File: config.mk
export PLATFORM = sky130hd
export DESIGN_NAME = video_timing_gen_flat
export DESIGN_NICKNAME = d
export VERILOG_FILES = /design/src/rtl/video_timing_gen_if.sv /design/src/rtl/video_timing_gen.sv /design/src/flat_wrapper.sv
export SDC_FILE = /design/constraint.sdc
export NUM_CORES = 1
export LEC_CHECK = 0
export CORE_UTILIZATION = 40
export DETAILED_ROUTE_END_ITERATION = 16
export GPL_TIMING_DRIVEN = 0
export PLACE_DENSITY_LB_ADDON = 0.25
export SYNTH_ARGS = -nofsm -noshare
export SYNTH_HDL_FRONTEND = slang
export SYNTH_SLANG_ARGS = --single-unit
File: constraint.sdc
create_clock -name pix_clk -period 1.6 [get_ports pix_clk]
set_input_delay 0.24 -clock pix_clk [delete_from_list [all_inputs] [get_ports pix_clk]]
set_output_delay 0.24 -clock pix_clk [all_outputs]
set_load 0.01 [all_outputs]
File: src/rtl/video_timing_gen_if.sv
// Video timing output bundle: sync, data enable, pixel position
// and run status, driven by the generator and read by sinks.
interface video_timing_gen_if;
   logic        hs;
   logic        vs;
   logic        de;
   logic [11:0] x_pos;
   logic [11:0] y_pos;
   logic        frame_start;
   logic        timing_valid;

   modport master (
      output hs, vs, de, x_pos, y_pos,
      output frame_start, timing_valid
   );

   modport slave (
      input hs, vs, de, x_pos, y_pos,
      input frame_start, timing_valid
   );
endinterface

File: src/rtl/video_timing_gen.sv
// Raster timing generator: qualifies PLL lock, then emits registered
// hs/vs/de, pixel coordinates and a frame-start pulse.
module video_timing_gen #(
   parameter int H_ACTIVE = 1280,
   parameter int H_FP     = 110,
   parameter int H_SYNC   = 40,
   parameter int H_BP     = 220,
   parameter int V_ACTIVE = 720,
   parameter int V_FP     = 5,
   parameter int V_SYNC   = 5,
   parameter int V_BP     = 20,
   parameter bit HS_POL   = 1'b1,
   parameter bit VS_POL   = 1'b1,
   parameter int LOCK_CNT = 1024
) (
   input  logic               pix_clk,
   input  logic               rst_n,
   input  logic               pll_lock,
   input  logic               enable,
   video_timing_gen_if.master vid
);

   localparam int H_TOTAL = H_ACTIVE + H_FP + H_SYNC + H_BP;
   localparam int V_TOTAL = V_ACTIVE + V_FP + V_SYNC + V_BP;
   localparam int LW = (LOCK_CNT > 1) ? $clog2(LOCK_CNT) : 1;

   localparam logic [11:0] H_LAST = 12'(H_TOTAL - 1);
   localparam logic [11:0] V_LAST = 12'(V_TOTAL - 1);
   localparam logic [12:0] H_ACT  = 13'(H_ACTIVE);
   localparam logic [12:0] V_ACT  = 13'(V_ACTIVE);
   localparam logic [12:0] HS_ON  = 13'(H_ACTIVE + H_FP);
   localparam logic [12:0] HS_OFF = 13'(H_ACTIVE + H_FP + H_SYNC);
   localparam logic [12:0] VS_ON  = 13'(V_ACTIVE + V_FP);
   localparam logic [12:0] VS_OFF = 13'(V_ACTIVE + V_FP + V_SYNC);
   localparam logic [LW-1:0] LOCK_LAST = LW'(LOCK_CNT - 1);

   localparam logic [1:0] IDLE      = 2'd0;
   localparam logic [1:0] WAIT_LOCK = 2'd1;
   localparam logic [1:0] RUN       = 2'd2;

   if (H_TOTAL > 4096 || V_TOTAL > 4096) begin : g_bad_total
      $error("video_timing_gen: H_TOTAL/V_TOTAL exceed 12-bit counters");
   end

   if (LOCK_CNT < 1) begin : g_bad_lock
      $error("video_timing_gen: LOCK_CNT must be at least 1");
   end

   logic [1:0]    sync_q;
   logic          lock_s;
   logic [1:0]    state;
   logic [1:0]    state_nxt;
   logic [LW-1:0] lock_cnt;
   logic [11:0]   h_cnt;
   logic [11:0]   v_cnt;
   logic          h_last;
   logic          v_last;
   logic          hs_act;
   logic          vs_act;
   logic          de_act;

   logic          hs_q;
   logic          vs_q;
   logic          de_q;
   logic          fs_q;
   logic          tv_q;
   logic [11:0]   x_q;
   logic [11:0]   y_q;

   assign lock_s = sync_q[1];
   assign h_last = (h_cnt == H_LAST);
   assign v_last = (v_cnt == V_LAST);

   assign hs_act = ({1'b0, h_cnt} >= HS_ON) && ({1'b0, h_cnt} < HS_OFF);
   assign vs_act = ({1'b0, v_cnt} >= VS_ON) && ({1'b0, v_cnt} < VS_OFF);
   assign de_act = ({1'b0, h_cnt} < H_ACT) && ({1'b0, v_cnt} < V_ACT);

   // Lock loss wins over the end-of-frame exit requested by enable.
   always_comb begin
      state_nxt = state;
      unique case (state)
         IDLE: begin
            if (enable && lock_s)
               state_nxt = WAIT_LOCK;
         end
         WAIT_LOCK: begin
            if (!enable)
               state_nxt = IDLE;
            else if (lock_s && lock_cnt == LOCK_LAST)
               state_nxt = RUN;
         end
         RUN: begin
            if (!lock_s)
               state_nxt = IDLE;
            else if (!enable && h_last && v_last)
               state_nxt = IDLE;
         end
         default: state_nxt = IDLE;
      endcase
   end

   always_ff @(posedge pix_clk or negedge rst_n) begin
      if (!rst_n) begin
         sync_q   <= '0;
         state    <= IDLE;
         lock_cnt <= '0;
         h_cnt    <= '0;
         v_cnt    <= '0;
      end else begin
         sync_q <= {sync_q[0], pll_lock};
         state  <= state_nxt;

         if (state == WAIT_LOCK && state_nxt == WAIT_LOCK && lock_s)
            lock_cnt <= lock_cnt + LW'(1);
         else
            lock_cnt <= '0;

         // Counters sit at 0 outside RUN, so entering RUN starts at (0,0).
         if (state != RUN) begin
            h_cnt <= '0;
            v_cnt <= '0;
         end else begin
            h_cnt <= h_last ? 12'd0 : h_cnt + 12'd1;
            if (h_last)
               v_cnt <= v_last ? 12'd0 : v_cnt + 12'd1;
         end
      end
   end

   always_ff @(posedge pix_clk or negedge rst_n) begin
      if (!rst_n) begin
         hs_q <= ~HS_POL;
         vs_q <= ~VS_POL;
         de_q <= 1'b0;
         fs_q <= 1'b0;
         tv_q <= 1'b0;
         x_q  <= '0;
         y_q  <= '0;
      end else begin
         tv_q <= (state_nxt == RUN);
         if (state == RUN) begin
            hs_q <= hs_act ? HS_POL : ~HS_POL;
            vs_q <= vs_act ? VS_POL : ~VS_POL;
            de_q <= de_act;
            fs_q <= de_act && h_cnt == 12'd0 && v_cnt == 12'd0;
            x_q  <= de_act ? h_cnt : 12'd0;
            y_q  <= de_act ? v_cnt : 12'd0;
         end else begin
            hs_q <= ~HS_POL;
            vs_q <= ~VS_POL;
            de_q <= 1'b0;
            fs_q <= 1'b0;
            x_q  <= '0;
            y_q  <= '0;
         end
      end
   end

   assign vid.hs           = hs_q;
   assign vid.vs           = vs_q;
   assign vid.de           = de_q;
   assign vid.frame_start  = fs_q;
   assign vid.timing_valid = tv_q;
   assign vid.x_pos        = x_q;
   assign vid.y_pos        = y_q;

endmodule
File: src/flat_wrapper.sv
// flat-port wrapper written by rule: the top's interface ports become plain ports
module video_timing_gen_flat 
#(
   parameter int H_ACTIVE = 1280,
   parameter int H_FP     = 110,
   parameter int H_SYNC   = 40,
   parameter int H_BP     = 220,
   parameter int V_ACTIVE = 720,
   parameter int V_FP     = 5,
   parameter int V_SYNC   = 5,
   parameter int V_BP     = 20,
   parameter bit HS_POL   = 1'b1,
   parameter bit VS_POL   = 1'b1,
   parameter int LOCK_CNT = 1024
)
  (pix_clk, rst_n, pll_lock, enable, vid_hs, vid_vs, vid_de, vid_x_pos, vid_y_pos, vid_frame_start, vid_timing_valid);
  video_timing_gen_if vid_i ();
  input  logic pix_clk;
  input  logic rst_n;
  input  logic pll_lock;
  input  logic enable;
  output wire logic [$bits(vid_i.hs)-1:0] vid_hs;
  output wire logic [$bits(vid_i.vs)-1:0] vid_vs;
  output wire logic [$bits(vid_i.de)-1:0] vid_de;
  output wire logic [$bits(vid_i.x_pos)-1:0] vid_x_pos;
  output wire logic [$bits(vid_i.y_pos)-1:0] vid_y_pos;
  output wire logic [$bits(vid_i.frame_start)-1:0] vid_frame_start;
  output wire logic [$bits(vid_i.timing_valid)-1:0] vid_timing_valid;
  assign vid_hs = vid_i.hs;
  assign vid_vs = vid_i.vs;
  assign vid_de = vid_i.de;
  assign vid_x_pos = vid_i.x_pos;
  assign vid_y_pos = vid_i.y_pos;
  assign vid_frame_start = vid_i.frame_start;
  assign vid_timing_valid = vid_i.timing_valid;
  video_timing_gen #(.H_ACTIVE(H_ACTIVE), .H_FP(H_FP), .H_SYNC(H_SYNC), .H_BP(H_BP), .V_ACTIVE(V_ACTIVE), .V_FP(V_FP), .V_SYNC(V_SYNC), .V_BP(V_BP), .HS_POL(HS_POL), .VS_POL(VS_POL), .LOCK_CNT(LOCK_CNT)) u_core (.pix_clk(pix_clk), .rst_n(rst_n), .pll_lock(pll_lock), .enable(enable), .vid(vid_i));
endmodule
==> impl_metrics.json, run 1 <==
{
  "port_buffers": 32,
  "simple_gate_share_of_the_synthesized_area_pct": 24.91,
  "root_buffer": "sky130_fd_sc_hd__clkbuf_8",
  "die_area_sq_um": 8194,
  "boundaryPins": 33,
  "global_route_wire_length_before_repair_um": 11090,
  "tritoncts_num_sinks": 67,
  "antenna_cells": 0,
  "final_hold_viol_count": 5,
  "first_pass_iters": 4,
  "cts.hold.buffers_added": 0,
  "globalRoute.totalOverflow": 0,
  "ff2ff_path_depth": 8,
  "fill_cells": 646,
  "fin_setup_tns_ps": -335.7,
  "post_synth_inst_count": 288,
  "post_synth_xor_area_fraction_pct": 4.750,
  "finish.net_count": 370,
  "grt_max_degree": 68,
  "number_of_buffers_added_by_the_clock_tree_synthesis_step": 9,
  "final_hold_slack_ps": -13.80,
  "grt_setup_unrepaired": "yes",
  "status": "finished with violations",
  "clk_transition_reported_paths_ps": 80,
  "place_congestion": 0.8188,
  "grt_util_all_layers_pct": 17.13,
  "synthesis.area_per_instance_sq_um": 10.88,
  "die_width_um": 90.52,
  "wirelength_um": 6593,
  "clockBufferDepth": 2,
  "hold_path_class": "in -> async",
  "total_power_mw": 3.078,
  "violations": "hold timing, setup timing",
  "cts_max_level": 3,
  "path_cells": "inv_2 > ha_4 > and4b_2 > buf_4 > a31oi_4 > buf_4 > a32oi_2 > o31ai_2",
  "start_util_pct": 42.31,
  "insertion_delay_ps": 350,
  "synth_flop_cell": "sky130_fd_sc_hd__dfrtp_1",
  "timing.critical_path.fanout_max": 5,
  "route.antenna.remaining_nets": 0,
  "synth.ff_latch_count": 67,
  "synthDistinctLibCells": 51,
  "timing_worst_slew_pin_value_ps": 835.0,
  "max-slew-margin-rel_pct": 44.33,
  "asyncSetResetFlopFracSynth_pct": 100.0,
  "dp_worst_setup_slack_ps": -343.6,
  "routedWlPerCell_um": 14.27,
  "drc": 0,
  "leak_nw": 1.772,
  "fin_crit_sh_pct": 103.2,
  "final_layout_size_suffix_gt1_share_pct": 24.79,
  "reg2reg_to": "u_core.v_cnt[4]",
  "iteration_0_drc_markers": 173,
  "worst_setup_path_end_kind": "register",
  "dominant_combinational_cell_family_by_area_after_synthesis": "simple AND/OR/NAND/NOR gates",
  "start_kind": "register",
  "ys_seq_area_share_pct": 53.49,
  "place_hpwl_um": 3958,
  "critical_path_class": "reg -> reg",
  "place.detailed.instances": 421,
  "slew_viol_final": 0,
  "timing.clock.skew_ps": 11.98,
  "stdcell_count": 462,
  "slowest_stage_cell_cp": "sky130_fd_sc_hd__dfrtp_2",
  "die_ht_um": 90.52,
  "ir_drop_mv": 0.5475,
  "max_cap_violations": 0,
  "setup_viol": 11,
  "yosys-mux-area-fraction_pct": 0,
  "synth_warnings": 0,
  "reg2reg_from": "u_core.h_cnt[1]",
  "netlist_area_sq_um": 3134,
  "synth_adder_area_share_pct": 3.194,
  "mostFrequentLayoutCell": "sky130_fd_sc_hd__dfrtp_1",
  "row_count": 31,
  "post-route-min-period_ps": 1652,
  "antenna_found_initial": 0,
  "synth-compound-area-share_pct": 9.341,
  "power.density_cell_area_nw_per_um2": 746.4,
  "grt_pass1_vias": 2292,
  "reg2reg_slack_ps": -50,
  "number_of_buffers_and_inverters_on_the_critical_path": 3,
  "max_stage_delay_ps": 410,
  "layout.cells.most_common_list": "62 x sky130_fd_sc_hd__dfrtp_1, 31 x sky130_fd_sc_hd__clkdlybuf4s50_1, 28 x sky130_fd_sc_hd__buf_4",
  "max_freq_mhz": 605.4,
  "setup_slack_ps": -51.87,
  "worst-endpoint-arrival_ps": 1880,
  "avgViaCountPerCell": 5.273,
  "worst_path_most_repeated_cell": "sky130_fd_sc_hd__buf_4",
  "synthToLayoutAreaGrowth_pct": 31.58,
  "synth_edf_count": 0,
  "crit_family": "flip-flops",
  "via_count": 2436,
  "core-area_sq_um": 7408,
  "tritoncts": "built",
  "worst_ep_required_ps": 1830
}
-- repair_timing --
action | in CTS | in global routing
resized for setup | 20 | 21
pin swaps | 7 | 3
endpoints found under the setup margin | 42 | 49
buffers inserted | 25 | 2
-- Yosys cell counts (2+ instances only) --
master                      number  share of area (%)
sky130_fd_sc_hd__a31oi_1         3               0.60
sky130_fd_sc_hd__xor2_1         12                3.4
sky130_fd_sc_hd__o31ai_1         4               0.96
sky130_fd_sc_hd__nand2_1        16                1.9
sky130_fd_sc_hd__buf_2          12                1.9
sky130_fd_sc_hd__nor3_1          3               0.48
sky130_fd_sc_hd__and4b_1         2               0.64
sky130_fd_sc_hd__xnor2_1         5                1.4
sky130_fd_sc_hd__o22ai_1         2               0.40
sky130_fd_sc_hd__buf_6           3                1.1
sky130_fd_sc_hd__and2_1         25                5.0
sky130_fd_sc_hd__a21oi_1         3               0.48
sky130_fd_sc_hd__o21ai_1         2               0.32
sky130_fd_sc_hd__a41oi_1         3               0.84
sky130_fd_sc_hd__and3_1          4               0.80
sky130_fd_sc_hd__o21ai_0         4               0.64
sky130_fd_sc_hd__nor2_1         26                3.1
sky130_fd_sc_hd__and3_4          2               0.72
sky130_fd_sc_hd__nor4_1          2               0.40
sky130_fd_sc_hd__nand3_1        17                2.7
sky130_fd_sc_hd__a32oi_1         5                1.4
sky130_fd_sc_hd__nor2b_1         3               0.60
sky130_fd_sc_hd__and4_1          7                2.0
sky130_fd_sc_hd__ha_1            8                3.2
sky130_fd_sc_hd__or3_1           3               0.60
sky130_fd_sc_hd__o2111ai_1       2               0.56
sky130_fd_sc_hd__inv_1           8               0.96
sky130_fd_sc_hd__dfrtp_1        67                 53
sky130_fd_sc_hd__nand2b_1        3               0.60
sky130_fd_sc_hd__nand4_1        11                2.2
-- worst register-to-register path: stages, from the launching register on --
cell and delay [ps]:
sky130_fd_sc_hd__dfrtp_2 410, sky130_fd_sc_hd__inv_2 80, sky130_fd_sc_hd__ha_4 110, sky130_fd_sc_hd__and4b_2 280, sky130_fd_sc_hd__buf_4 140, sky130_fd_sc_hd__a31oi_4 80, sky130_fd_sc_hd__buf_4 170, sky130_fd_sc_hd__a32oi_2 170
sky130_fd_sc_hd__o31ai_2 90
-- per-stage QoR --
stage	util [%]	hold slack, ps	area [sq um]
2_1_floorplan	-	-55.59	3142
3_5_place_dp	48.37	335.8	3583
5_1_grt	55.67	63.32	4124
3_3_place_gp	48.40	332.3	3586
4_1_cts	54.50	25.15	4038
6_report	55.67	-13.80	4124
-- worst max path at each step --
| stage | cells after the start | from | slack (ps) | endpoint |
|---|---|---|---|---|
| 2_1_floorplan | 7 | u_core.v_cnt[1] | 20 | u_core.v_cnt[8] |
| 3_3_place_gp | 1 | rst_n | -1980 | u_core.vid.y_pos[4] |
| 3_5_place_dp | 6 | u_core.h_cnt[1] | -340 | u_core.v_cnt[5] |
| 4_1_cts | 6 | u_core.h_cnt[1] | -10 | u_core.v_cnt[8] |
| 5_1_grt | 7 | u_core.v_cnt[0] | -120 | u_core.v_cnt[11] |
| 6_report | 8 | u_core.h_cnt[1] | -50 | u_core.v_cnt[4] |
-- cells by family after synthesis --
family | count (synthesis)
buffers and inverters | 25
AO/OA/AOI/OAI | 39
adder cells (fa/ha/maj) | 8
AND/OR/NAND/NOR | 131
XOR/XNOR | 17
other | 1
flip-flops | 67
-- where the power goes --
part           switching (mW)  internal (mW)
Clock                   0.664          0.648
Combinational          0.0422         0.0163
Sequential            0.00558           1.70
-- cell type report --
| cell class | count | area [sq um] | area share, % |
|---|---|---|---|
| inverters | 8 | 30.03 | 0.7282 |
| flip-flops and latches | 67 | 1683 | 40.81 |
| clock inverters | 5 | 37.54 | 0.9102 |
| repair buffers | 59 | 524.3 | 12.71 |
| plain buffers | 15 | 113.9 | 2.761 |
| multi-input cells | 198 | 1460 | 35.41 |
| clock buffers | 11 | 151.4 | 3.671 |
| well taps | 99 | 123.9 | 3.004 |
-- sequential cells by signal (all words and copies together), names as in the netlist --
register,cells
u_core.vid.hs,1
u_core.vid.timing_valid,1
u_core.sync_q,2
u_core.vid.y_pos,12
u_core.h_cnt,12
u_core.state,2
u_core.v_cnt,12
u_core.vid.vs,1
u_core.vid.x_pos,12
u_core.lock_cnt,10
u_core.vid.de,1
u_core.vid.frame_start,1
-- layer usage --
metal / share of wire [%] / track usage [%]
met1: 46 / 23.08
met2: 49 / 26.52
met3: 4.2 / 3.283
met4: 1.5 / 8.199
met5: 0 / 0
Note: power is estimated with default switching activity, not from simulation.
==> run 2: changes to the inputs <==
--- a/config.mk
+++ b/config.mk
@@ -8,7 +8,7 @@
 export CORE_UTILIZATION = 40
 export DETAILED_ROUTE_END_ITERATION = 16
 export GPL_TIMING_DRIVEN = 0
-export PLACE_DENSITY_LB_ADDON = 0.25
+export PLACE_DENSITY = 0.73
 export SYNTH_ARGS = -nofsm -noshare
 export SYNTH_HDL_FRONTEND = slang
 export SYNTH_SLANG_ARGS = --single-unit
==> run 2 against run 1 <==
- the run still ends with hold timing, setup timing left
- clock skew fell by 4.3 ps
- critical path depth fell by 2
- global-route usage rose by 0.23 points
==> impl_metrics.json, run 2 (synthesis gave the netlist of run 1 again) <==
{
  "place_congestion": 0.8603,
  "root_buffer": "sky130_fd_sc_hd__clkbuf_8",
  "cts_max_level": 3,
  "final_layout_size_suffix_gt1_share_pct": 23.45,
  "globalRoute.totalOverflow": 0,
  "hold_path_class": "in -> async",
  "grt_pass1_vias": 2361,
  "tritoncts": "built",
  "start_kind": "register",
  "final_hold_viol_count": 45,
  "grt_setup_unrepaired": "yes",
  "port_buffers": 32,
  "number_of_buffers_added_by_the_clock_tree_synthesis_step": 9,
  "max_stage_delay_ps": 420,
  "leak_nw": 1.717,
  "timing_worst_slew_pin_value_ps": 806.0,
  "ff2ff_path_depth": 6,
  "global_route_wire_length_before_repair_um": 11190,
  "antenna_cells": 0,
  "drc": 0,
  "insertion_delay_ps": 350,
  "clk_transition_reported_paths_ps": 80,
  "layout.cells.most_common_list": "58 x sky130_fd_sc_hd__dfrtp_1, 31 x sky130_fd_sc_hd__clkdlybuf4s50_1, 26 x sky130_fd_sc_hd__nor2_1",
  "route.antenna.remaining_nets": 0,
  "ir_drop_mv": 0.5245,
  "slew_viol_final": 0,
  "violations": "hold timing, setup timing",
  "die_area_sq_um": 8194,
  "synthToLayoutAreaGrowth_pct": 29.14,
  "finish.net_count": 361,
  "row_count": 31,
  "routedWlPerCell_um": 14.67,
  "path_cells": "ha_1 > and4b_2 > buf_4 > a31oi_2 > nand2_1 > o211ai_1",
  "reg2reg_slack_ps": -20,
  "grt_util_all_layers_pct": 17.36,
  "max_freq_mhz": 617.0,
  "fin_crit_sh_pct": 101.3,
  "antenna_found_initial": 0,
  "max_cap_violations": 0,
  "total_power_mw": 3.028,
  "worst_setup_path_end_kind": "register",
  "clockBufferDepth": 2,
  "fin_util_pct": 54.64,
  "worst_ep_required_ps": 1860,
  "status": "finished with violations",
  "boundaryPins": 33,
  "first_pass_iters": 4,
  "max-slew-margin-rel_pct": 46.26,
  "core-area_sq_um": 7408,
  "die_width_um": 90.52,
  "setup_slack_ps": -20.70,
  "crit_family": "compound AO/OA/AOI/OAI gates",
  "avgViaCountPerCell": 5.311,
  "fin_setup_tns_ps": -89.21,
  "grt_max_degree": 68,
  "place_hpwl_um": 4020,
  "power.density_cell_area_nw_per_um2": 748.1,
  "start_util_pct": 42.31,
  "iteration_0_drc_markers": 196,
  "critical_path_class": "reg -> reg",
  "postPlaceCellArea_sq_um": 3583,
  "reg2reg_from": "u_core.h_cnt[0]",
  "number_of_buffers_and_inverters_on_the_critical_path": 1,
  "post-route-min-period_ps": 1621,
  "die_ht_um": 90.52,
  "via_count": 2406,
  "setup_viol": 7,
  "mostFrequentLayoutCell": "sky130_fd_sc_hd__dfrtp_1",
  "timing.critical_path.fanout_max": 5,
  "worst-endpoint-arrival_ps": 1880,
  "final_hold_slack_ps": -14.67,
  "slowest_stage_cell_cp": "sky130_fd_sc_hd__dfrtp_2",
  "wirelength_um": 6646,
  "cts.hold.buffers_added": 0,
  "area_of_all_placed_cells_without_fillers_sq_um": 4048,
  "timing.clock.skew_ps": 7.676,
  "reg2reg_to": "u_core.v_cnt[6]",
  "tritoncts_num_sinks": 67
}
run 2: cell types whose count changed in the layout (fill, tap and decap cells not counted), sizes merged:
cell	delta
a31oi	+1
buf	-14
clkinvlp	+1
clkbuf	+3
run 2: report_power, final:
part / internal [mW] / switching [mW] / leakage [nW] / total, mW
clock network: 0.600 / 0.664 / 0.0843 / 1.26
logic: 0.0157 / 0.0407 / 0.724 / 0.0564
registers: 1.70 / 0.00576 / 0.908 / 1.71
run 2: what timing repair did:
item,4_1_cts,5_1_grt
setup buffers,9,6
gates cloned,1,1
resized for setup,15,27
pin swaps,6,4
endpoints found under the hold margin,0,0
endpoints found under the setup margin,28,51
run 2: cell type report:
cell class	instances	area (sq um)
Buffer	16	118.9
Clock buffer	10	137.6
Clock inverter	6	41.29
Fill cell	639	3361
Inverter	8	30.03
Multi-Input combinational cell	199	1449
Sequential cell	67	1688
Tap cell	99	123.9
Timing Repair Buffer	48	459.2
run 2: worst max path at each step:
stage | from | endpoint | slack (ps) | cells past startpoint
floorplan | u_core.v_cnt[1] | u_core.v_cnt[8] | 20 | 7
global placement | rst_n | u_core.sync_q[0] | -1850 | 1
detailed placement | u_core.h_cnt[1] | u_core.v_cnt[5] | -340 | 6
CTS | u_core.v_cnt[1] | u_core.v_cnt[8] | 1 | 7
global route | u_core.h_cnt[9] | u_core.vid.y_pos[7] | -110 | 6
finish | u_core.h_cnt[0] | u_core.v_cnt[6] | -20 | 6
run 2: metal layers:
metal,global-route usage [%],wire [um],vias up
li1,-,-,1148
met1,21.94,2882,1150
met2,27.02,3131,88
met3,3.956,389,20
met4,10.62,243,0
met5,0,0,-
run 2: through the flow:
stage | instances | setup slack (ps) | hold WS [ps]
floorplan | 290 | 24.31 | -55.59
global placement | 421 | -1849 | 335.2
detailed placement | 421 | -337.6 | 349.2
CTS | 446 | 0.9823 | 20.17
global route | 453 | -112.5 | 48.25
finish | 453 | -20.70 | -14.67
